**config.mk**
```make
export PLATFORM = sky130hd
export DESIGN_NAME = uncache_unit
export DESIGN_NICKNAME = d
export VERILOG_FILES = /design/src/rtl/uncache_unit.sv
export SDC_FILE = /design/constraint.sdc
export NUM_CORES = 1
export LEC_CHECK = 0
export ABC_AREA = 0
export ABC_CLOCK_PERIOD_IN_PS = 1400
export BUFFER_PORTS_ARGS = -buffer_cell sky130_fd_sc_hd__buf_2
export CORE_MARGIN = 8
export CORE_UTILIZATION = 41
export DETAILED_ROUTE_END_ITERATION = 6
export GPL_ROUTABILITY_DRIVEN = 0
export PLACE_DENSITY = 0.72
export SLEW_MARGIN = 15
export SYNTH_ARGS = -nofsm -noshare
export SYNTH_HDL_FRONTEND = slang
export SYNTH_SLANG_ARGS = --single-unit
```
**constraint.sdc**
```tcl
create_clock -name clk -period 1.4 [get_ports clk]
set_input_delay 0.35 -clock clk [delete_from_list [all_inputs] [get_ports clk]]
set_output_delay 0.35 -clock clk [all_outputs]
set_load 0.02 [all_outputs]
```
**src/rtl/uncache_unit.sv**
```systemverilog
// uncache_unit: runs one bridge transfer for each uncached core data access.
// It stalls the core while the transfer is outstanding and holds the last
// read result on uc_rdata. Byte-enable writes become size/address form.
module uncache_unit #(
    parameter bit RD_WORD_ALIGN = 1'b1
) (
    input  logic        clk,
    input  logic        reset,
    input  logic        uncached,
    input  logic        data_sram_en,
    input  logic [3:0]  data_sram_wen,
    input  logic [31:0] data_sram_addr,
    input  logic [31:0] data_sram_wdata,
    output logic [31:0] uc_rdata,
    output logic        stallreq_uncache,
    output logic        req,
    output logic        wr,
    output logic [1:0]  size,
    output logic [31:0] addr,
    output logic [3:0]  wstrb,
    output logic [31:0] wdata,
    input  logic        addr_ok,
    input  logic        data_ok,
    input  logic [31:0] rdata
);

    typedef enum logic [1:0] {S_IDLE, S_REQ, S_WAIT, S_DONE} state_t;

    state_t      r_state, w_next;
    logic        w_go;
    logic        w_cv_wr;
    logic [1:0]  w_cv_size;
    logic [1:0]  w_cv_off;
    logic [31:0] w_cv_addr;
    logic [31:0] w_cv_wdata;

    logic        r_req, r_wr;
    logic [1:0]  r_size;
    logic [31:0] r_addr, r_wdata, r_uc_rdata;
    logic [3:0]  r_wstrb;

    assign w_go = data_sram_en & uncached & (r_state == S_IDLE);

    // Convert the core's byte-enable form into bridge size/address form
    always_comb begin
        w_cv_wr    = 1'b1;
        w_cv_size  = 2'd2;
        w_cv_off   = 2'b00;
        w_cv_wdata = data_sram_wdata;
        case (data_sram_wen)
            4'b0000: begin w_cv_wr = 1'b0; w_cv_wdata = 32'd0; end
            4'b0001: begin w_cv_size = 2'd0; w_cv_off = 2'b00; end
            4'b0010: begin w_cv_size = 2'd0; w_cv_off = 2'b01; end
            4'b0100: begin w_cv_size = 2'd0; w_cv_off = 2'b10; end
            4'b1000: begin w_cv_size = 2'd0; w_cv_off = 2'b11; end
            4'b0011: begin w_cv_size = 2'd1; w_cv_off = 2'b00; end
            4'b1100: begin w_cv_size = 2'd1; w_cv_off = 2'b10; end
            // full word and irregular masks go out as a word with raw strobes
            default: begin w_cv_size = 2'd2; w_cv_off = 2'b00; end
        endcase
        // unaligned reads keep the core address only when word alignment is off
        if (!w_cv_wr && !RD_WORD_ALIGN)
            w_cv_addr = data_sram_addr;
        else
            w_cv_addr = {data_sram_addr[31:2], w_cv_off};
    end

    // State register
    always_ff @(posedge clk) begin
        if (reset) r_state <= S_IDLE;
        else       r_state <= w_next;
    end

    // Next-state logic and stall request
    always_comb begin
        w_next           = r_state;
        stallreq_uncache = w_go | (r_state == S_REQ) | (r_state == S_WAIT);
        case (r_state)
            S_IDLE: if (w_go) w_next = S_REQ;
            S_REQ:  if (addr_ok) w_next = data_ok ? S_DONE : S_WAIT;
            S_WAIT: if (data_ok) w_next = S_DONE;
            // DONE lets the pipeline move past the access that is still visible
            default: w_next = S_IDLE;
        endcase
    end

    // Bridge request fields and read-data capture
    always_ff @(posedge clk) begin
        if (reset) begin
            r_req      <= 1'b0;
            r_wr       <= 1'b0;
            r_size     <= 2'd0;
            r_addr     <= 32'd0;
            r_wstrb    <= 4'd0;
            r_wdata    <= 32'd0;
            r_uc_rdata <= 32'd0;
        end else begin
            if (w_go) begin
                r_req   <= 1'b1;
                r_wr    <= w_cv_wr;
                r_size  <= w_cv_size;
                r_addr  <= w_cv_addr;
                r_wstrb <= data_sram_wen;
                r_wdata <= w_cv_wdata;
            end
            if (r_state == S_REQ && addr_ok) begin
                r_req <= 1'b0;
                if (data_ok && !r_wr) r_uc_rdata <= rdata;
            end
            if (r_state == S_WAIT && data_ok && !r_wr)
                r_uc_rdata <= rdata;
        end
    end

    assign req      = r_req;
    assign wr       = r_wr;
    assign size     = r_size;
    assign addr     = r_addr;
    assign wstrb    = r_wstrb;
    assign wdata    = r_wdata;
    assign uc_rdata = r_uc_rdata;

endmodule

```
==> metrics.md, run 1 <==
| Metric | Value |
|---|---|
| Status | `complete, but fails checks` |
| Violated checks | `negative setup slack` |
| Syn Nets | `between 500 and 600` |
| Non-Filler Cell Area, Final | `approximately 6700 um^2` |
| # rows | `37` |
| CTS tree | `built` |
| HPWL Detailed | `9430 um` |
| Share of layout cells above drive strength 1 | `between 50% and 60%` |
| Combinational share of power | `just under 40%` |
| Starting DRC count in detailed routing | `roughly 210` |
| Critical Path Start Type | `register` |
| Crit Path Class | `reg -> out` |
| Post-route ant nets | `0` |
| Area of the die | `around 14000 um^2` |
| Initial Util | `between 40 and 50%` |
| Pin count of the biggest net entering global routing | `39` |
| Vias in the first global route | `4289` |
| Worst clock skew | `9.89 ps` |
| Overall Global Routing Usage | `a little under a fifth` |
| CP max FO | `4` |
| Tcrit/Tclk final | `136%` |
| Placed cells | `~820` |
| Int Power | `5.75 mW` |
| Tmin final | `about 1900 ps` |
| P&R area growth vs syn | `58.1%` |
| Num CTS Buffers | `9` |
| Final non-filler cell total | `852` |
| MaxCap Viol Count | `0` |
| Required time of the critical path | `approximately 1100 ps` |
| Sequential share of the synthesized area | `approximately half` |
| DP Area | `roughly 5700 um^2` |
| Drt pass-1 iters | `4` |
| Util after Layout | `65.6%` |
| Final setup vio count | `89` |
| Max Clock Freq | `around 530 MHz` |
| Worst Path Arrival | `around 1600 ps` |
| Initial antenna violation count | `0` |
| Clock power share | `roughly a fifth` |
| Post-synthesis cell count | `about 480` |
| First-pass GRT wire length | `around 21000 um` |
| Port-buffer cells | `approximately 210` |
| Clock Pin Slew Worst Setup and Hold Paths | `about 90 ps` |
| Post-synthesis register bit count | `between 100 and 150` |
| # hold bufs at CTS | `0` |
| GR Overflow Total | `0` |
| Sw power | `3.04 mW` |
| CTS root buf | `clkbuf_8` |
| Clock latency on the worst-skew pair | `between 300 and 400 ps` |
| Vias | `~4.2k` |
| Floorplan Core Area | `between 10000 and 15000 um^2` |
| CP endpoint kind | `output port` |
| Clock Path Buffers | `2` |
| Fin nets | `822` |
| Max-Slew Margin vs Limit | `roughly four fifths` |
| Total Routed Length | `about 14000 um` |
| H-tree lvl count | `3` |
| Worst hold path type | `in -> reg` |
| Setup ws final | `-501 ps` |
| Hold Vio Cnt, Final | `0` |
| Post-synthesis cell area | `4210 um^2` |
| CTS sink count | `106` |
| Die X | `~120 um` |
| Max Slew Vio Count | `0` |
| PwrDens | `approximately 1300 nW/um^2` |
| Routed WL per cell | `~16 um` |
| Post-synthesis average cell area | `approximately 8.7 um^2` |
| Hold WS | `between 150 and 200 ps` |
| Sw Share | `34.6%` |
| Internal reg-to-reg setup slack | `-190 ps` |
| Worst-Margin Slew | `slightly above 300 ps` |
| Peak VDD IR | `around 0.74 mV` |
| DRC Markers | `0` |
| RSZ-0062 raised after global routing | `true` |
| Total negative slack | `-8590 ps` |
| Die Span Y | `about 120 um` |
| DR vias/cell | `4.92` |
| Ports | `about 210` |
| Share of total power in sequential cells | `around two fifths` |
| Number of synthesis warnings | `0` |
| LEAKAGE | `approximately 2.9 nW` |
| # diodes | `0` |
| Yosys cell types | `30` |
power by group through the flow:
stage	registers, mW	clock network (mW)	logic, mW
after floorplan	4.08	0	1.20
after global placement	3.63	0	2.54
after detailed placement	3.65	0	2.61
after CTS	3.58	1.79	2.94
after global routing	3.64	1.92	3.69
final	3.59	1.73	3.46
timing repair:
action	CTS	global route
endpoints found under the setup margin	100	100
buffers inserted	6	7
pin swaps	3	29
resized for setup	14	108
gates cloned	3	6
cells in the mapped netlist:
cell type | instances | area, um^2
dfxtp_1 | 106 | 2120
nand2_1 | 106 | 398
a21oi_1 | 70 | 350
nand2b_1 | 66 | 413
mux2i_1 | 33 | 330
nand3_1 | 33 | 165
clkbuf_1 | 21 | 78.8
buf_4 | 7 | 52.6
ha_1 | 4 | 50.1
inv_1 | 4 | 15.0
nor2_1 | 4 | 15.0
buf_1 | 3 | 11.3
clkbuf_8 | 3 | 41.3
a211oi_1 | 2 | 15.0
buf_2 | 2 | 10.0
nor3_1 | 2 | 10.0
or4_1 | 2 | 15.0
a21o_1 | 1 | 7.51
a21oi_2 | 1 | 8.76
a222oi_1 | 1 | 10.0
a311oi_1 | 1 | 8.76
and3_1 | 1 | 6.26
and4bb_2 | 1 | 12.5
buf_6 | 1 | 11.3
mux2_2 | 1 | 11.3
nor3_2 | 1 | 10.0
o211ai_1 | 1 | 7.51
o22ai_1 | 1 | 6.26
or3_1 | 1 | 6.26
xnor2_1 | 1 | 8.76
placed cells by master (no fill, tap or decap), types with 2 or more instances in the layout:
| master | count |
|---|---|
| a211oi_1 | 2 |
| a21oi_1 | 31 |
| a21oi_2 | 40 |
| buf_12 | 10 |
| buf_16 | 3 |
| buf_2 | 205 |
| buf_4 | 23 |
| buf_6 | 6 |
| buf_8 | 4 |
| clkbuf_16 | 4 |
| clkbuf_8 | 11 |
| clkinv_2 | 2 |
| clkinv_4 | 2 |
| dfxtp_1 | 104 |
| ha_1 | 2 |
| inv_1 | 2 |
| mux2i_1 | 33 |
| nand2_1 | 77 |
| nand2_2 | 15 |
| nand2_4 | 14 |
| nand2b_1 | 66 |
| nand3_2 | 24 |
| nand3_4 | 8 |
| nor2_1 | 4 |
| nor3_1 | 2 |
routing by layer:
metal	global-route usage [%]	vias up	part of all wire [%]
met2	30.5	166	49
met4	7.62	0	2.0
li1	-	2060	-
met3	6.81	21	9.7
met1	20.6	1947	40
met5	0	-	0
cells by family after synthesis:
logic type / after synthesis / share of synthesized area, %
simple gates: 217 / 25.0
flops: 106 / 50.4
compound gates: 78 / 9.84
buf+inv: 41 / 5.23
mux: 34 / 8.12
fa+ha+maj: 4 / 1.19
xor+xnor: 1 / 0.208
worst max-delay path, stage by stage (launching register included):
cell and delay (ps):
dfxtp_2 330, buf_4 130, ha_2 190, or3_4 400
buf_6 140
sequential cells by signal, summed over array words and instances (netlist names):
signal / cells
addr: 32
uc_rdata: 32
wdata: 32
wstrb: 4
r_state: 2
size: 2
req: 1
wr: 1
area by class of cell:
class                      count  area, um^2
clock inverter                 4        27.5
clock buffer                  11         151
multi-input combinational    334        2410
sequential                   106        2130
timing repair buffer         257        1750
inverter                       4        17.5
tap                          136         170
fill                         818        3490
per-stage QoR:
step | total power [mW] | setup slack [ps]
3_3_place_gp | 6.17 | -162
6_report | 8.78 | -501
2_1_floorplan | 5.28 | -159
5_1_grt | 9.25 | -545
3_5_place_dp | 6.26 | -259
4_1_cts | 8.31 | -519
final timing paths:
kind,end,cells after the start,from
min,req,2,addr_ok
min reg2reg,addr[11],2,addr[11]
max reg2reg,r_state[0],5,r_state[1]
max,stallreq_uncache,4,r_state[1]
Power figures use the tool's default switching activity.
==> run 2, diff against run 1 <==
--- a/config.mk
+++ b/config.mk
@@ -6,13 +6,13 @@
 export NUM_CORES = 1
 export LEC_CHECK = 0
 export ABC_AREA = 0
-export ABC_CLOCK_PERIOD_IN_PS = 1400
+export ABC_CLOCK_PERIOD_IN_PS = 2400
 export BUFFER_PORTS_ARGS = -buffer_cell sky130_fd_sc_hd__buf_2
 export CORE_MARGIN = 8
-export CORE_UTILIZATION = 41
+export CORE_UTILIZATION = 45
 export DETAILED_ROUTE_END_ITERATION = 6
 export GPL_ROUTABILITY_DRIVEN = 0
-export PLACE_DENSITY = 0.72
+export PLACE_DENSITY = 0.75
 export SLEW_MARGIN = 15
 export SYNTH_ARGS = -nofsm -noshare
 export SYNTH_HDL_FRONTEND = slang
==> constraint.sdc (replaced) <==
create_clock -name clk -period 2.4 [get_ports clk]
set_input_delay 0.6 -clock clk [delete_from_list [all_inputs] [get_ports clk]]
set_output_delay 0.6 -clock clk [all_outputs]
set_load 0.02 [all_outputs]
==> run 2 against run 1 <==
Against the previous run: the run now ends clean; count of clock-buffer cells in the layout fell by 2; sequential power down 42%; clock skew rose by 2.1 ps; utilization down 5.9 points; critical path depth grew 1; total power fell by 49%; setup slack improved by 600 ps; hold slack better by 250 ps; cell count decreased by 8.0%; non-clock buffer count down 43; global-route usage is 0.50 points lower; highest routed layer unchanged.
==> metrics.md, run 2 (synthesized netlist as in run 1, its figures left out) <==
| Metric | Value |
|---|---|
| Status | `complete, no violations` |
| Drt pass-1 iters | `5` |
| R2R Path End | `addr[1]` |
| Worst Path Arrival | `1700 ps` |
| Setup ws final | `~100 ps` |
| Post-route ant nets | `0` |
| CTS sink count | `approximately 110` |
| Vias in the first global route | `about 4.0k` |
| Initial antenna violation count | `0` |
| GR Overflow Total | `0` |
| DRC Markers | `0` |
| Required time of the critical path | `~1800 ps` |
| # rows | `35` |
| Sw power | `between 1.5 and 2 mW` |
| MaxCap Viol Count | `0` |
| H-tree lvl count | `3` |
| First-pass GRT wire length | `~19000 um` |
| Routed WL per cell | `between 10 and 15 um` |
| Combinational share of power | `between 20% and 30%` |
| Clock latency on the worst-skew pair | `around 360 ps` |
| Area of the die | `between 10000 and 15000 um^2` |
| Most frequent cells in the layout | `buf_2 (207), nand2_1 (106), dfxtp_1 (104)` |
| Int Power | `just under 3 mW` |
| Pwr Total | `about 4.5 mW` |
| Total negative slack | `0 ps` |
| Worst-Margin Slew | `around 710 ps` |
| Hold path depth | `2` |
| DP Area | `approximately 5300 um^2` |
| Num CTS Buffers | `9` |
| P&R area growth vs syn | `29.9%` |
| CTS root buf | `clkbuf_8` |
| DR vias/cell | `between 4 and 5` |
| Clock power share | `between 20% and 30%` |
| Most common cell after layout, fill and taps aside | `buf_2` |
| Tcrit/Tclk final | `between 90% and 100%` |
| Starting DRC count in detailed routing | `between 300 and 400` |
| Share of layout cells above drive strength 1 | `a little over a third` |
| Crit-path cells | `inv_1 > ha_1 > and3_2 > or3_1 > buf_2` |
| Floorplan Core Area | `9150 um^2` |
| Total Routed Length | `around 12000 um` |
| Clock Pin Slew Worst Setup and Hold Paths | `90 ps` |
| Vias | `around 3.9k` |
| Hold Startpoint | `addr_ok` |
| Max-Slew Margin vs Limit | `a little over half` |
| CP max FO | `4` |
| Overall Global Routing Usage | `between 15 and 20%` |
| LEAKAGE | `2.48 nW` |
| Die X | `approximately 110 um` |
| Hold Vio Cnt, Final | `0` |
| Die Span Y | `around 110 um` |
| Clock Path Buffers | `2` |
| Post-Place Setup Slack | `401 ps` |
| Max Clock Freq | `435 MHz` |
| Initial Util | `a little under half` |
| # hold bufs at CTS | `0` |
| Pin count of the biggest net entering global routing | `89` |
| Worst hold path type | `in -> reg` |
| Non-Filler Cell Area, Final | `approximately 5500 um^2` |
| Share of total power in sequential cells | `a little under half` |
| CTS tree | `built` |
| Worst clock skew | `around 12 ps` |
| Fin nets | `779` |
| Max Slew Vio Count | `0` |
| Peak VDD IR | `0.382 mV` |
| Sw Share | `~34%` |
| Critical Path Start Type | `register` |
| Cells on worst reg2reg path | `6` |
| CP endpoint kind | `output port` |
| Reg-to-Reg Start | `r_state[0]` |
| Port-buffer cells | `approximately 210` |
| Final setup vio count | `0` |
| PwrDens | `around 820 nW/um^2` |
| CP peak stage delay | `360 ps` |
| Crit Path Class | `reg -> out` |
| Ports | `roughly 210` |
| Hold endpoint | `req` |
| HPWL Detailed | `8550 um` |
| # diodes | `0` |
| Tmin final | `2300 ps` |
| Max stage delay cell, worst path | `dfxtp_2` |
| RSZ-0062 raised after global routing | `false` |
| Internal reg-to-reg setup slack | `about 560 ps` |
==> run 2: cell count changes in the layout (fill, tap and decap cells not counted), moves of 8 or more <==
cell / before / now
a21oi_1: 31 / 70
a21oi_2: 40 / 1
nand3_1: 1 / 32
nand2_1: 77 / 106
nand3_2: 24 / 1
buf_4: 23 / 5
nand2_2: 15 / 0
nand2_4: 14 / 0
buf_12: 10 / 2
nand3_4: 8 / 0
==> run 2: area by class of cell <==
cell class / count / area [um^2]
clock buffers: 9 / 124
well taps: 111 / 139
flip-flops and latches: 106 / 2120
clock inverters: 6 / 73.8
inverters: 4 / 15.0
multi-input cells: 334 / 1880
repair buffers: 214 / 1110
fillers: 830 / 3680
==> run 2: worst max-delay path: cells and delay by family, from the launching register on <==
kind                     cells  cell delay (ps)
AND/OR/NAND/NOR              2              500
flip-flops                   1              360
adder cells (fa/ha/maj)      1              240
buffers and inverters        2              240
==> run 2: power by group through the flow <==
stage,sequential (mW),clock (mW),combinational (mW)
2_1_floorplan,2.37,0,0.618
3_3_place_gp,2.11,0,1.27
3_5_place_dp,2.13,0,1.31
4_1_cts,2.09,1.14,1.31
5_1_grt,2.12,1.21,1.41
6_report,2.09,1.11,1.29
==> run 2: how the worst max path moves through the flow <==
stage / start / slack [ps] / to / cells past startpoint
2_1_floorplan: r_state[0] / 490 / stallreq_uncache / 5
3_3_place_gp: data_sram_en / 400 / stallreq_uncache / 4
3_5_place_dp: data_sram_en / 400 / stallreq_uncache / 4
4_1_cts: r_state[0] / 50 / stallreq_uncache / 5
5_1_grt: r_state[0] / 10 / stallreq_uncache / 5
6_report: r_state[0] / 100 / stallreq_uncache / 5
==> run 2: stage by stage <==
stage	utilization [%]	hold slack [ps]	instances
final	59.7	452	784
after floorplan	-	481	481
after global routing	59.7	442	784
after detailed placement	57.6	440	769
after global placement	57.6	434	769
after CTS	59.7	439	784
==> run 2: what timing repair did <==
action / CTS / global route
endpoints found under the setup margin: 0 / 1
buffers inserted: 0 / 0
resized for setup: 0 / 2
==> run 2: routing by layer <==
| layer | wire (um) | track usage [%] | part of all wire (%) |
|---|---|---|---|
| met4 | 311 | 8.27 | 2.7 |
| met5 | 0 | 0 | 0 |
| met1 | 4410 | 18.7 | 38 |
| met3 | 978 | 6.28 | 8.5 |
| met2 | 5830 | 31.3 | 51 |
==> run 3, diff against run 2 <==
--- a/config.mk
+++ b/config.mk
@@ -7,12 +7,12 @@
 export LEC_CHECK = 0
 export ABC_AREA = 0
 export ABC_CLOCK_PERIOD_IN_PS = 2400
-export BUFFER_PORTS_ARGS = -buffer_cell sky130_fd_sc_hd__buf_2
 export CORE_MARGIN = 8
 export CORE_UTILIZATION = 45
 export DETAILED_ROUTE_END_ITERATION = 6
+export DONT_BUFFER_PORTS = 1
 export GPL_ROUTABILITY_DRIVEN = 0
-export PLACE_DENSITY = 0.75
+export PLACE_DENSITY = 0.56
 export SLEW_MARGIN = 15
 export SYNTH_ARGS = -nofsm -noshare
 export SYNTH_HDL_FRONTEND = slang
==> run 3 against run 2 <==
Against the previous run: utilization fell by 11 points; cell count fell by 27%; die area did not move; clock power rose by 6%; count of clock-buffer cells in the layout rose by 2; combinational power fell by 47%; non-clock buffer count fell by 208; design area fell by 19%; sequential power rose by 14%; total power fell by 4.9%; global-route usage fell by 2.2 points; largest power group unchanged.
==> metrics.md, run 3 (synthesized netlist as in run 1, its figures left out) <==
| Metric | Value |
|---|---|
| Status | `complete, no violations` |
| Most frequent cells in the layout | `nand2_1 (106), dfxtp_1 (106), a21oi_1 (70)` |
| H-tree lvl count | `3` |
| # diodes | `0` |
| Ports | `approximately 210` |
| First-pass GRT wire length | `roughly 16000 um` |
| Cells on worst reg2reg path | `6` |
| CTS root buf | `clkbuf_8` |
| Floorplan Core Area | `between 9000 and 10000 um^2` |
| Vias | `3089` |
| Overall Global Routing Usage | `15.6%` |
| Total Routed Length | `~11000 um` |
| Worst Path Arrival | `1680 ps` |
| Max-Slew Margin vs Limit | `between 50 and 60%` |
| DP Area | `about 4200 um^2` |
| P&R area growth vs syn | `5.26%` |
| MaxCap Viol Count | `0` |
| Peak VDD IR | `~0.4 mV` |
| Sw Share | `between 30 and 40%` |
| Vias in the first global route | `~3.0k` |
| Initial antenna violation count | `0` |
| Total negative slack | `0 ps` |
| CTS sink count | `approximately 110` |
| Util after Layout | `48.4%` |
| Non-Filler Cell Area, Final | `around 4400 um^2` |
| Placed cells | `~560` |
| Drt pass-1 iters | `4` |
| Int Power | `between 2 and 3 mW` |
| Num CTS Buffers | `9` |
| Share of total power in sequential cells | `56.1%` |
| Routed WL per cell | `18.3 um` |
| Worst-Margin Slew | `around 730 ps` |
| Final non-filler cell total | `576` |
| Fin nets | `roughly 570` |
| CP max FO | `4` |
| Combinational share of power | `around 16%` |
| Tmin final | `2280 ps` |
| CP endpoint kind | `output port` |
| Max Slew Vio Count | `0` |
| Hold Vio Cnt, Final | `0` |
| Pin count of the biggest net entering global routing | `about 140` |
| Initial Util | `46.0%` |
| Critical Path Start Type | `register` |
| Max Clock Freq | `roughly 440 MHz` |
| Starting DRC count in detailed routing | `roughly 220` |
| PwrDens | `approximately 960 nW/um^2` |
| Crit Path Class | `reg -> out` |
| Die X | `between 100 and 150 um` |
| Port-buffer cells | `0` |
| Share of layout cells above drive strength 1 | `5.59%` |
| Clock Path Buffers | `2` |
| Pwr Total | `approximately 4.3 mW` |
| HPWL Detailed | `around 7400 um` |
| Area of the die | `about 13000 um^2` |
| Hold path depth | `1` |
| Cts repair resizes | `0` |
| DRC Markers | `0` |
| Post-route ant nets | `0` |
| DR vias/cell | `about 5.4` |
| # hold bufs at CTS | `0` |
| Clock power share | `around 28%` |
| Worst clock skew | `approximately 16 ps` |
| Die Span Y | `~110 um` |
| LEAKAGE | `approximately 1.5 nW` |
| Sw power | `1.39 mW` |
| Clock latency on the worst-skew pair | `approximately 350 ps` |
| Tcrit/Tclk final | `between 90% and 100%` |
| Required time of the critical path | `1800 ps` |
| # rows | `35` |
| Worst hold path type | `in -> reg` |
| RSZ-0062 raised after global routing | `false` |
| Clock Pin Slew Worst Setup and Hold Paths | `roughly 100 ps` |
| Final setup vio count | `0` |
| CTS tree | `built` |
| GR Overflow Total | `0` |
| Setup bufs post-CTS | `0` |
run 3: cell count changes in the layout (fill, tap and decap cells not counted):
cell,previous run,this run
dfxtp_1,104,106
clkbuf_8,9,10
clkbuf_1,0,1
clkinv_4,3,1
buf_2,207,0
clkinvlp_4,0,1
bufinv_16,1,2
buf_12,2,1
inv_6,2,0
dfxtp_2,2,0
run 3: per-layer routing:
| metal | GRT usage, % | routed length (um) |
|---|---|---|
| met3 | 7.88 | 1300 |
| met5 | 0 | 0 |
| met4 | 4.86 | 74 |
| met1 | 17.1 | 4140 |
| met2 | 25.8 | 5010 |
run 3: area by class of cell:
cell class              count  area (um^2)
flip-flops and latches    106         2120
well taps                 111          139
inverters                   4         15.0
multi-input cells         334         1880
clock inverters             4         76.3
fillers                   912         4720
clock buffers              11          141
repair buffers              6         57.6
run 3: per-stage QoR:
step | setup slack [ps] | hold slack, ps
final | 121 | 345
after global routing | 34.0 | 317
after CTS | 98.6 | 296
after detailed placement | 484 | 511
after global placement | 530 | 497
after floorplan | 494 | 481
run 3: path summary, 6_finish.rpt:
check / start / endpoint / slack [ps]
max reg2reg: r_state[1] / addr[1] / 520
min reg2reg: r_state[1] / r_state[1] / 520
max: r_state[1] / stallreq_uncache / 120
min: reset / addr[22] / 340
run 3: power groups by stage:
stage / Sequential, mW / Combinational (mW) / Clock (mW)
after floorplan: 2.37 / 0.618 / 0
after global placement: 2.44 / 0.676 / 0
after detailed placement: 2.45 / 0.699 / 0
after CTS: 2.41 / 0.700 / 1.23
after global routing: 2.43 / 0.774 / 1.30
final: 2.39 / 0.688 / 1.18
run 3: worst max-delay path, cell delays in order, from the launching register on:
cell     delay (ps)
dfxtp_1         390
inv_1            90
ha_1            230
and3_2          190
or3_1           440
